==> config.mk <==
export PLATFORM = sky130hd
export DESIGN_NAME = mathbox_alu_array_flat
export DESIGN_NICKNAME = d
export VERILOG_FILES = /design/src/rtl/mathbox_alu_array_if.sv /design/src/rtl/mathbox_alu_array.sv /design/src/flat_wrapper.sv
export SDC_FILE = /design/constraint.sdc
export NUM_CORES = 1
export LEC_CHECK = 0
export ABC_AREA = 0
export CAP_MARGIN = 20
export CORE_MARGIN = 5
export CORE_UTILIZATION = 45
export CTS_CLUSTER_SIZE = 8
export DETAILED_ROUTE_END_ITERATION = 12
export DONT_BUFFER_PORTS = 1
export GPL_ROUTABILITY_DRIVEN = 1
export GPL_TIMING_DRIVEN = 0
export HOLD_SLACK_MARGIN = 0.02
export SETUP_SLACK_MARGIN = 0.4
export SLEW_MARGIN = 0
export SYNTH_ARGS = -nofsm -noshare
export SYNTH_HDL_FRONTEND = slang
export SYNTH_SLANG_ARGS = --single-unit
==> constraint.sdc <==
create_clock -name CLK -period 5.93 [get_ports CLK]
set_input_delay 0.2965 -clock CLK [delete_from_list [all_inputs] [get_ports CLK]]
set_output_delay 0.2965 -clock CLK [all_outputs]
set_load 0.05 [all_outputs]
==> src/rtl/mathbox_alu_array_if.sv <==
// Microcode-side bus of the math-box ALU: control/operand inputs plus Y, flags and EDB readback.
interface mathbox_alu_array_if #(
    parameter int W   = 16,
    parameter int DW  = 8,
    parameter int BSW = 1
);
    logic           STEP;
    logic [8:0]     I;
    logic [3:0]     A_ADDR;
    logic [3:0]     B_ADDR;
    logic           C_IN;
    logic           R15;
    logic           Q0;
    logic [DW-1:0]  EDB_IN;
    logic [BSW-1:0] BYTE_SEL;
    logic           YLO_N;
    logic           YHI_N;
    logic           STAT_LD;
    logic [DW-1:0]  EDB_OUT;
    logic           S0;
    logic           S1;
    logic [3:0]     STATUS;
    logic [W-1:0]   Y;

    modport master (
        output STEP, I, A_ADDR, B_ADDR, C_IN, R15, Q0, EDB_IN, BYTE_SEL, YLO_N, YHI_N, STAT_LD,
        input  EDB_OUT, S0, S1, STATUS, Y
    );
    modport slave (
        input  STEP, I, A_ADDR, B_ADDR, C_IN, R15, Q0, EDB_IN, BYTE_SEL, YLO_N, YHI_N, STAT_LD,
        output EDB_OUT, S0, S1, STATUS, Y
    );
endinterface

==> src/rtl/mathbox_alu_array.sv <==
// W-bit 2901-style ALU: 16-word RAM, Q register, source/function/destination decode,
// stepped writes, latched status and registered nibble-gated readback onto the EDB.
module mathbox_alu_array #(
    parameter int W   = 16,
    parameter int DW  = 8,
    parameter int BSW = 1
) (
    input logic              CLK,
    input logic              rst_n,
    mathbox_alu_array_if.slave bus
);
    localparam int NB = W / DW;

    logic [W-1:0]  ram_q [16];
    logic [W-1:0]  q_q;
    logic [3:0]    status_q;
    logic [DW-1:0] edb_q;

    logic [2:0]    src, fn, dst;
    logic [W-1:0]  a_w, b_w, d_w, r_w, s_w, f_w, y_w;
    logic [W-1:0]  opa, opb;
    logic          arith;
    logic [W:0]    sum_w;
    logic [W-1:0]  low_w;
    logic          cout, ovr, zero;
    logic          ram_wr;
    logic [W-1:0]  ram_d, q_d;
    logic [DW-1:0] yb, edb_d;

    assign src = bus.I[2:0];
    assign fn  = bus.I[5:3];
    assign dst = bus.I[8:6];
    assign a_w = ram_q[bus.A_ADDR];
    assign b_w = ram_q[bus.B_ADDR];
    assign d_w = {NB{bus.EDB_IN}};

    always_comb begin
        r_w = '0;
        s_w = '0;
        unique case (src)
            3'd0: begin r_w = a_w; s_w = q_q; end
            3'd1: begin r_w = a_w; s_w = b_w; end
            3'd2: s_w = q_q;
            3'd3: s_w = b_w;
            3'd4: s_w = a_w;
            3'd5: begin r_w = d_w; s_w = a_w; end
            3'd6: begin r_w = d_w; s_w = q_q; end
            default: r_w = d_w;
        endcase
    end

    // Subtractions become an add of the one's complement; C_IN supplies the +1.
    always_comb begin
        opa   = r_w;
        opb   = s_w;
        arith = 1'b1;
        unique case (fn)
            3'd0: ;
            3'd1: begin opa = s_w; opb = ~r_w; end
            3'd2: opb = ~s_w;
            default: arith = 1'b0;
        endcase
    end

    assign sum_w = {1'b0, opa} + {1'b0, opb} + {{W{1'b0}}, bus.C_IN};
    assign low_w = {1'b0, opa[W-2:0]} + {1'b0, opb[W-2:0]} + {{(W-1){1'b0}}, bus.C_IN};

    always_comb begin
        f_w = sum_w[W-1:0];
        unique case (fn)
            3'd3: f_w = r_w | s_w;
            3'd4: f_w = r_w & s_w;
            3'd5: f_w = ~r_w & s_w;
            3'd6: f_w = r_w ^ s_w;
            3'd7: f_w = ~(r_w ^ s_w);
            default: ;
        endcase
    end

    assign cout = arith & sum_w[W];
    assign ovr  = arith & (low_w[W-1] ^ sum_w[W]);
    assign zero = (f_w == '0);
    assign y_w  = (dst == 3'd2) ? a_w : f_w;

    // Shift destinations read q_q before the edge, so RAM/Q linkage sees the old Q.
    always_comb begin
        ram_wr = 1'b0;
        ram_d  = f_w;
        q_d    = q_q;
        unique case (dst)
            3'd0: q_d = f_w;
            3'd1: ;
            3'd2, 3'd3: ram_wr = 1'b1;
            3'd4: begin
                ram_wr = 1'b1;
                ram_d  = {bus.R15, f_w[W-1:1]};
                q_d    = {f_w[0], q_q[W-1:1]};
            end
            3'd5: begin
                ram_wr = 1'b1;
                ram_d  = {bus.R15, f_w[W-1:1]};
            end
            3'd6: begin
                ram_wr = 1'b1;
                ram_d  = {f_w[W-2:0], q_q[W-1]};
                q_d    = {q_q[W-2:0], bus.Q0};
            end
            default: begin
                ram_wr = 1'b1;
                ram_d  = {f_w[W-2:0], q_q[W-1]};
            end
        endcase
    end

    // Out-of-range byte selects fall back to byte 0.
    always_comb begin
        yb = y_w[DW-1:0];
        for (int k = 1; k < NB; k++)
            if (int'(bus.BYTE_SEL) == k) yb = y_w[k*DW +: DW];
    end

    assign edb_d[DW/2-1:0]  = bus.YLO_N ? bus.EDB_IN[DW/2-1:0]  : yb[DW/2-1:0];
    assign edb_d[DW-1:DW/2] = bus.YHI_N ? bus.EDB_IN[DW-1:DW/2] : yb[DW-1:DW/2];

    always_ff @(posedge CLK) begin
        if (!rst_n) begin
            for (int i = 0; i < 16; i++) ram_q[i] <= '0;
            q_q      <= '0;
            status_q <= '0;
            edb_q    <= '0;
        end else begin
            edb_q <= edb_d;
            if (bus.STEP) begin
                if (ram_wr) ram_q[bus.B_ADDR] <= ram_d;
                q_q <= q_d;
                if (bus.STAT_LD) status_q <= {cout, ovr, f_w[W-1], zero};
            end
        end
    end

    assign bus.Y       = y_w;
    assign bus.S0      = ovr;
    assign bus.S1      = f_w[W-1];
    assign bus.STATUS  = status_q;
    assign bus.EDB_OUT = edb_q;
endmodule

==> src/flat_wrapper.sv <==
// flat-port wrapper written by rule: the top's interface ports become plain ports
module mathbox_alu_array_flat 
#(
    parameter int W   = 16,
    parameter int DW  = 8,
    parameter int BSW = 1
)
  (CLK, rst_n, bus_STEP, bus_I, bus_A_ADDR, bus_B_ADDR, bus_C_IN, bus_R15, bus_Q0, bus_EDB_IN, bus_BYTE_SEL, bus_YLO_N, bus_YHI_N, bus_STAT_LD, bus_EDB_OUT, bus_S0, bus_S1, bus_STATUS, bus_Y);
  mathbox_alu_array_if #(.W(W), .DW(DW), .BSW(BSW)) bus_i ();
  input logic CLK;
  input logic rst_n;
  input wire logic [$bits(bus_i.STEP)-1:0] bus_STEP;
  input wire logic [$bits(bus_i.I)-1:0] bus_I;
  input wire logic [$bits(bus_i.A_ADDR)-1:0] bus_A_ADDR;
  input wire logic [$bits(bus_i.B_ADDR)-1:0] bus_B_ADDR;
  input wire logic [$bits(bus_i.C_IN)-1:0] bus_C_IN;
  input wire logic [$bits(bus_i.R15)-1:0] bus_R15;
  input wire logic [$bits(bus_i.Q0)-1:0] bus_Q0;
  input wire logic [$bits(bus_i.EDB_IN)-1:0] bus_EDB_IN;
  input wire logic [$bits(bus_i.BYTE_SEL)-1:0] bus_BYTE_SEL;
  input wire logic [$bits(bus_i.YLO_N)-1:0] bus_YLO_N;
  input wire logic [$bits(bus_i.YHI_N)-1:0] bus_YHI_N;
  input wire logic [$bits(bus_i.STAT_LD)-1:0] bus_STAT_LD;
  output wire logic [$bits(bus_i.EDB_OUT)-1:0] bus_EDB_OUT;
  output wire logic [$bits(bus_i.S0)-1:0] bus_S0;
  output wire logic [$bits(bus_i.S1)-1:0] bus_S1;
  output wire logic [$bits(bus_i.STATUS)-1:0] bus_STATUS;
  output wire logic [$bits(bus_i.Y)-1:0] bus_Y;
  assign bus_i.STEP = bus_STEP;
  assign bus_i.I = bus_I;
  assign bus_i.A_ADDR = bus_A_ADDR;
  assign bus_i.B_ADDR = bus_B_ADDR;
  assign bus_i.C_IN = bus_C_IN;
  assign bus_i.R15 = bus_R15;
  assign bus_i.Q0 = bus_Q0;
  assign bus_i.EDB_IN = bus_EDB_IN;
  assign bus_i.BYTE_SEL = bus_BYTE_SEL;
  assign bus_i.YLO_N = bus_YLO_N;
  assign bus_i.YHI_N = bus_YHI_N;
  assign bus_i.STAT_LD = bus_STAT_LD;
  assign bus_EDB_OUT = bus_i.EDB_OUT;
  assign bus_S0 = bus_i.S0;
  assign bus_S1 = bus_i.S1;
  assign bus_STATUS = bus_i.STATUS;
  assign bus_Y = bus_i.Y;
  mathbox_alu_array #(.W(W), .DW(DW), .BSW(BSW)) u_core (.CLK(CLK), .rst_n(rst_n), .bus(bus_i));
endmodule
# Word-level counts from Yosys, hierarchy flattened

Memories as Yosys holds them, arrays and structs flattened.
Index checks and enable logic that the tools add are counted.
Widths: inputs -> output; s select.

Memories: 1
Bits in registers: 28
Input port bits: 35
RAM bits: 256

Reduce and logical (&&, ||, !) cells: 17
Bitwise gates (word level): 10
Add/subtract/negate cells: 4
Mux-type cells: 20
Equal/unequal tests: 19

Memories:

| memory       | depth | bits a word | rd ports | clocked after memory_dff | write ports | line                    | text |
|---|---|---|---|---|---|---|---|
| u_core.ram_q | 16    | 16          | 2        | 0                        | 16          | mathbox_alu_array.sv:14 | `logic [W-1:0] ram_q [16];` |

Operators by type and width:

| operator           | number |
|---|---|
| $pmux 16 s2        | 3 |
| $pmux 16 s3        | 2 |
| $pmux 16 s5        | 1 |
| $mux 16            | 3 |
| $not 16->16        | 3 |
| $and 16x16->16     | 2 |
| $eq 3x3->1 const B | 10 |
| $eq 3x2->1 const B | 6 |
| $add 16x16->17     | 1 |
| $add 17x1->17      | 1 |
| $add 15x15->16     | 1 |
| $add 16x1->16      | 1 |
| $logic_not 16->1   | 1 |
| $or 16x16->16      | 1 |
| $reduce_or 16->1   | 1 |
| $xor 16x16->16     | 1 |
| $mux 4             | 3 |
| $reduce_or 2->1    | 5 |
| $eq 3x1->1 const B | 3 |
| $logic_not 3->1    | 3 |
| $reduce_or 3->1    | 3 |
| $mux 8             | 1 |
| $mux 1             | 7 |
| $reduce_and 2->1   | 2 |
| other kinds (4)    | 5 |

# Depth between registers and ports, before layout

Depth after elaboration: 11
Mapped depth: 23
Gate-level depth less buffers: 18

# Least setup slack after synthesis

Ideal clock, no wire load.

Path type: input to register
Start point: input port bus_B_ADDR[1]
End point: register u_core.edb_q[2], in the netlist u_core.bus.EDB_OUT[2]
Data required time: 5.860 ns
Slack: 0.122 ns
Cell stages on the path: 19
Data arrival time: 5.737 ns
Buffers on the path: 3
Cells stage by stage: buf_6 > buf_4 > buf_1 > mux4_2 > o221ai_1 > and4_1 > mux2i_1 > o21ai_0 > fa_1 > fa_1 > a211oi_1 > o211ai_1 > a41oi_1 > xor2_1 > a222oi_1 > a21oi_4 > o21ai_0 > nand2_1 > a21oi_1

Word-level cells in the longest chain between the ends: 10
Elaborated cells on any way between the ends: 16

Ends and longest elaborated chain:

| item                 | line                     | text |
|---|---|---|
| start, declared      | flat_wrapper.sv:15       | `input wire logic [$bits(bus_i.B_ADDR)-1:0] bus_B_ADDR;` |
| $mem_v2 16x16 *      | n/a                      |  |
| $pmux 16 s3 *        | mathbox_alu_array.sv:40  | `unique case (src)` |
| $not 16->16          | mathbox_alu_array.sv:60  | `3'd2: opb = ~s_w;` |
| $pmux 16 s2          | mathbox_alu_array.sv:57  | `unique case (fn)` |
| $add 16x16->17       | mathbox_alu_array.sv:65  | `assign sum_w = {1'b0, opa} + {1'b0, opb} + {{W{1'b0}}, bus.C_IN};` |
| $add 17x1->17        | mathbox_alu_array.sv:65  |  |
| $pmux 16 s5 *        | mathbox_alu_array.sv:70  | `unique case (fn)` |
| $mux 16 *            | mathbox_alu_array.sv:83  | `assign y_w = (dst == 3'd2) ? a_w : f_w;` |
| named net bus_Y[10]  | flat_wrapper.sv:28       | `output wire logic [$bits(bus_i.Y)-1:0] bus_Y;` |
| $mux 8 *             | mathbox_alu_array.sv:119 | `if (int'(bus.BYTE_SEL) == k) yb = y_w[k*DW +: DW];` |
| $mux 4 *             | mathbox_alu_array.sv:122 | `assign edb_d[DW/2-1:0] = bus.YLO_N ? bus.EDB_IN[DW/2-1:0] : yb[DW/2-1:0];` |
| end signal, assigned | mathbox_alu_array.sv:130 | `edb_q <= '0;` |
| end signal, assigned | mathbox_alu_array.sv:132 | `edb_q <= edb_d;` |
| end, declared        | mathbox_alu_array.sv:17  | `logic [DW-1:0] edb_q;` |

Mark *: on every way through the listed nets, which the timed path passes. The rest lies on a longest branch.
A chain may end at the register's enable or synchronous reset.

# Final worst setup path

Start point: input port bus_A_ADDR[0]
End point: output port bus_Y[10]

Word-level cells in the longest chain between the ends: 8
Elaborated cells on any way between the ends: 16

Ends and longest elaborated chain:

| item                                       | line                                                                      | text |
|---|---|---|
| start, declared                            | flat_wrapper.sv:14                                                        | `input wire logic [$bits(bus_i.A_ADDR)-1:0] bus_A_ADDR;` |
| $mem_v2 16x16 *                            | n/a                                                                       |  |
| $pmux 16 s3 or $pmux 16 s2 (tied branches) | mathbox_alu_array.sv:40                                                   |  |
| $not 16->16, on equally long branches      | mathbox_alu_array.sv:60, mathbox_alu_array.sv:59, mathbox_alu_array.sv:73 |  |
| $pmux 16 s2                                | mathbox_alu_array.sv:57                                                   |  |
| $add 16x16->17                             | mathbox_alu_array.sv:65                                                   |  |
| $add 17x1->17                              | mathbox_alu_array.sv:65                                                   |  |
| $pmux 16 s5                                | mathbox_alu_array.sv:70                                                   |  |
| $mux 16 *                                  | mathbox_alu_array.sv:83                                                   |  |
| end, declared                              | flat_wrapper.sv:28                                                        |  |

Mark *: on every way between the ends. The rest lies on a longest branch, timed or not.

==> flow_metrics.tcl <==
set metrics [dict create \
    grt_setup_unrepaired "true" \
    max-clock-path-buffers 3 \
    overflow 0 \
    netlist_area_um2 18500 \
    place_inst 2202 \
    drt_first_pass_iters 7 \
    synth_edf_count 256 \
    ant_nets 0 \
    synth-main-ff-cell "edfxtp_1" \
    root_buffer "clkbuf_16" \
    gp_congestion 0.973 \
    status "finished, final reports clean" \
    port_buffers 0 \
    die_width_um 213 \
    layout_commonest_cell "nor2_1" \
    met2_length_um 33600 \
    track_usage 0.330 \
    switching_share 0.336 \
    reg2reg_from "u_core.ram_q[9][0]" \
    worstHoldPathType "primary input to register" \
    wl_per_cell_um 33.2 \
    tightest_slew_ps 1230 \
    postSynthAreaPerCell_um2 11.2 \
    worst_setup_path_end_kind "output pin" \
    relSlewSlack 0.179 \
    ys_seq_elements 284 \
    total_power_uw 6140 \
    combPwrFrac 0.260 \
    cts_tree "done" \
    multi_input_area_um2 9710 \
    ys_warn_count 0 \
    ctsHtreeMaxLevel 2 \
    slew_violations 0 \
    syn-instance-count 1650 \
    initial_core_util 0.454 \
    drtIter0Drc 2197 \
    antenna-diode-count 0 \
    holdCritStartpoint "bus_STAT_LD" \
    numCtsBuffers 42 \
    slowest_delay_ps 500 \
    startpoint_type "primary input" \
    die_h_um 213 \
    required_ps 5630 \
    grt_max_degree 17 \
    ys_types 99 \
    worstSkewPairLatency_ps 580 \
    setup_viol 0 \
    fin_util 0.521 \
    final_hold_viol_count 0 \
    syn-num-nets 1718 \
    yosys-top-cells-area "edfxtp_1, mux4_2, nor2_1" \
    path_cells "buf_4, clkbuf_4, nor2b_4, a22oi_1, and2_2, o221ai_4, and4_4, mux2i_1, o21ai_1, fa_2, fa_2, a211oi_2, o211ai_1, a41oi_2, xor2_1, a222oi_1, a21oi_4, o21ai_4" \
    antenna_found_initial 0 \
    drt-vias-per-instance 6.86 \
    topRoutingLayerUsed "met4" \
    vdd_ir_drop_max_v 0.000173 \
    drt-met1-wl_um 28000 \
    drive_gt1_frac 0.212 \
    fmax_mhz 180 \
    clkPwrFrac 0.358 \
    ios 65 \
    cp-startpoint "bus_A_ADDR[0]" \
    fin_cells 2287 \
    crit_type "primary input to output pin" \
    intPower_uw 4080 \
    finalSetupTns_ps 0 \
    num_rows 74 \
    yosysSeqAreaShare 0.446 \
    critPathMaxFanout 10 \
    finClkSkew_ps 21.8 \
    grt_pass1_wl_um 107000 \
    pwr_density_cell_nw_per_um2 289 \
    coreArea_um2 40700 \
    finalCritPeriodShare 0.936 \
    drt_wl_total_um 75900 \
    die-area_um2 45200 \
    final_nets 1814 \
    via_count 15700 \
    grt_pass1_vias 15100 \
    clkTransAtPathRegs_ps 50 \
    synthArstFlopShare 0 \
    yosys.area.top_type "edfxtp_1" \
    cp_data_arrival_time_ps 5260 \
    fillers 3618 \
    numClockSinks 284 \
    power.switching_uw 2060 \
    syn2layout_area_growth_pct 14.9 \
    cp_common_cell "fa_2" \
    fin_crit_ps 5550 \
    synth_top_area_frac 0.416 \
    p_leak_uw 0.00777 \
    crit_slowest_cell "a222oi_1" \
    seq_area_um2 8250 \
    seqPwrFrac 0.383 \
    drc_errors 0 \
    final_cell_mix "nor2_1, edfxtp_1, nand2_1, mux4_2, mux2i_1" \
    hpwlAfterDp_um 55300 \
    maxCapViolCount 0 \
    wl_met3_um 9800 \
]
-- worst paths after layout --
check / slack (ps) / end / cells after the start
worst min register to register: 540 / u_core.q_q[11] / 2
worst max register to register: 450 / u_core.bus.EDB_OUT[6] / 19
worst max-delay path: 380 / bus_Y[10] / 18
worst min-delay path: 30 / u_core.bus.STATUS[0] / 3
-- power by group through the flow --
stage / clock network, uW / registers, uW / logic, uW
after floorplan: 0 / 2350 / 983
after detailed placement: 0 / 2380 / 1450
after global placement: 0 / 2380 / 1410
after global routing: 2260 / 2350 / 1660
after CTS: 2190 / 2350 / 1510
final: 2200 / 2350 / 1600
-- cells by family after synthesis --
| group | Yosys count | share of synthesized area |
|---|---|---|
| compound gates | 367 | 0.151 |
| mux | 205 | 0.185 |
| simple gates | 576 | 0.137 |
| fa+ha+maj | 33 | 0.0231 |
| flops | 284 | 0.446 |
| buf+inv | 160 | 0.0466 |
| xor+xnor | 25 | 0.0118 |
-- critical path, delay by kind of cell --
family / cells / cell delay [ps]
buf+inv: 2 / 590
compound gates: 9 / 2260
mux: 1 / 200
fa+ha+maj: 2 / 830
xor+xnor: 1 / 120
simple gates: 3 / 930
-- stage by stage --
step | area, um2 | hold WS [ps] | worst slack (ps)
2_1_floorplan | 18500 | 431 | 540
3_3_place_gp | 19200 | 440 | -1480
3_5_place_dp | 19300 | 444 | -1420
4_1_cts | 20900 | 20.8 | 332
5_1_grt | 21200 | 55.1 | 304
6_report | 21200 | 33.3 | 377
-- state kept, by name (all words and copies together), names as in the netlist --
name / flops
u_core.bus.STATUS: 4
u_core.ram_q: 256
u_core.q_q: 16
u_core.bus.EDB_OUT: 8
-- cell usage after synthesis, drive strengths merged (29+ instances only) --
cell / n
a21oi: 81
a22oi: 39
nand2: 121
ha: 31
clkbuf: 62
edfxtp: 256
mux2i: 78
a211oi: 33
nor2: 317
o21ai: 58
mux4: 102
buf: 73
nor2b: 29
-- final cells by class --
class,count,area share
clock buffer,48,0.0510
tap,532,0.0313
timing repair buffer,52,0.0216
clock inverter,5,0.00253
multi-input combinational,1206,0.457
sequential,284,0.388
buffer,137,0.0441
inverter,23,0.00424
-- timing repair --
item / CTS / global route
pin swaps: 2 / 12
gates resized for setup: 69 / 56
hold buffers: 13 / 0
hold endpoints to repair: 10 / 0
buffers inserted: 2 / 15
endpoints found under the setup margin: 265 / 139
-- per-layer routing --
metal | vias up | GRT usage
met5 | - | 0
met4 | 0 | 0.159
met3 | 260 | 0.0977
met2 | 1179 | 0.507
met1 | 7783 | 0.431
li1 | 6461 | -
Note: power is estimated with default switching activity, not from simulation.
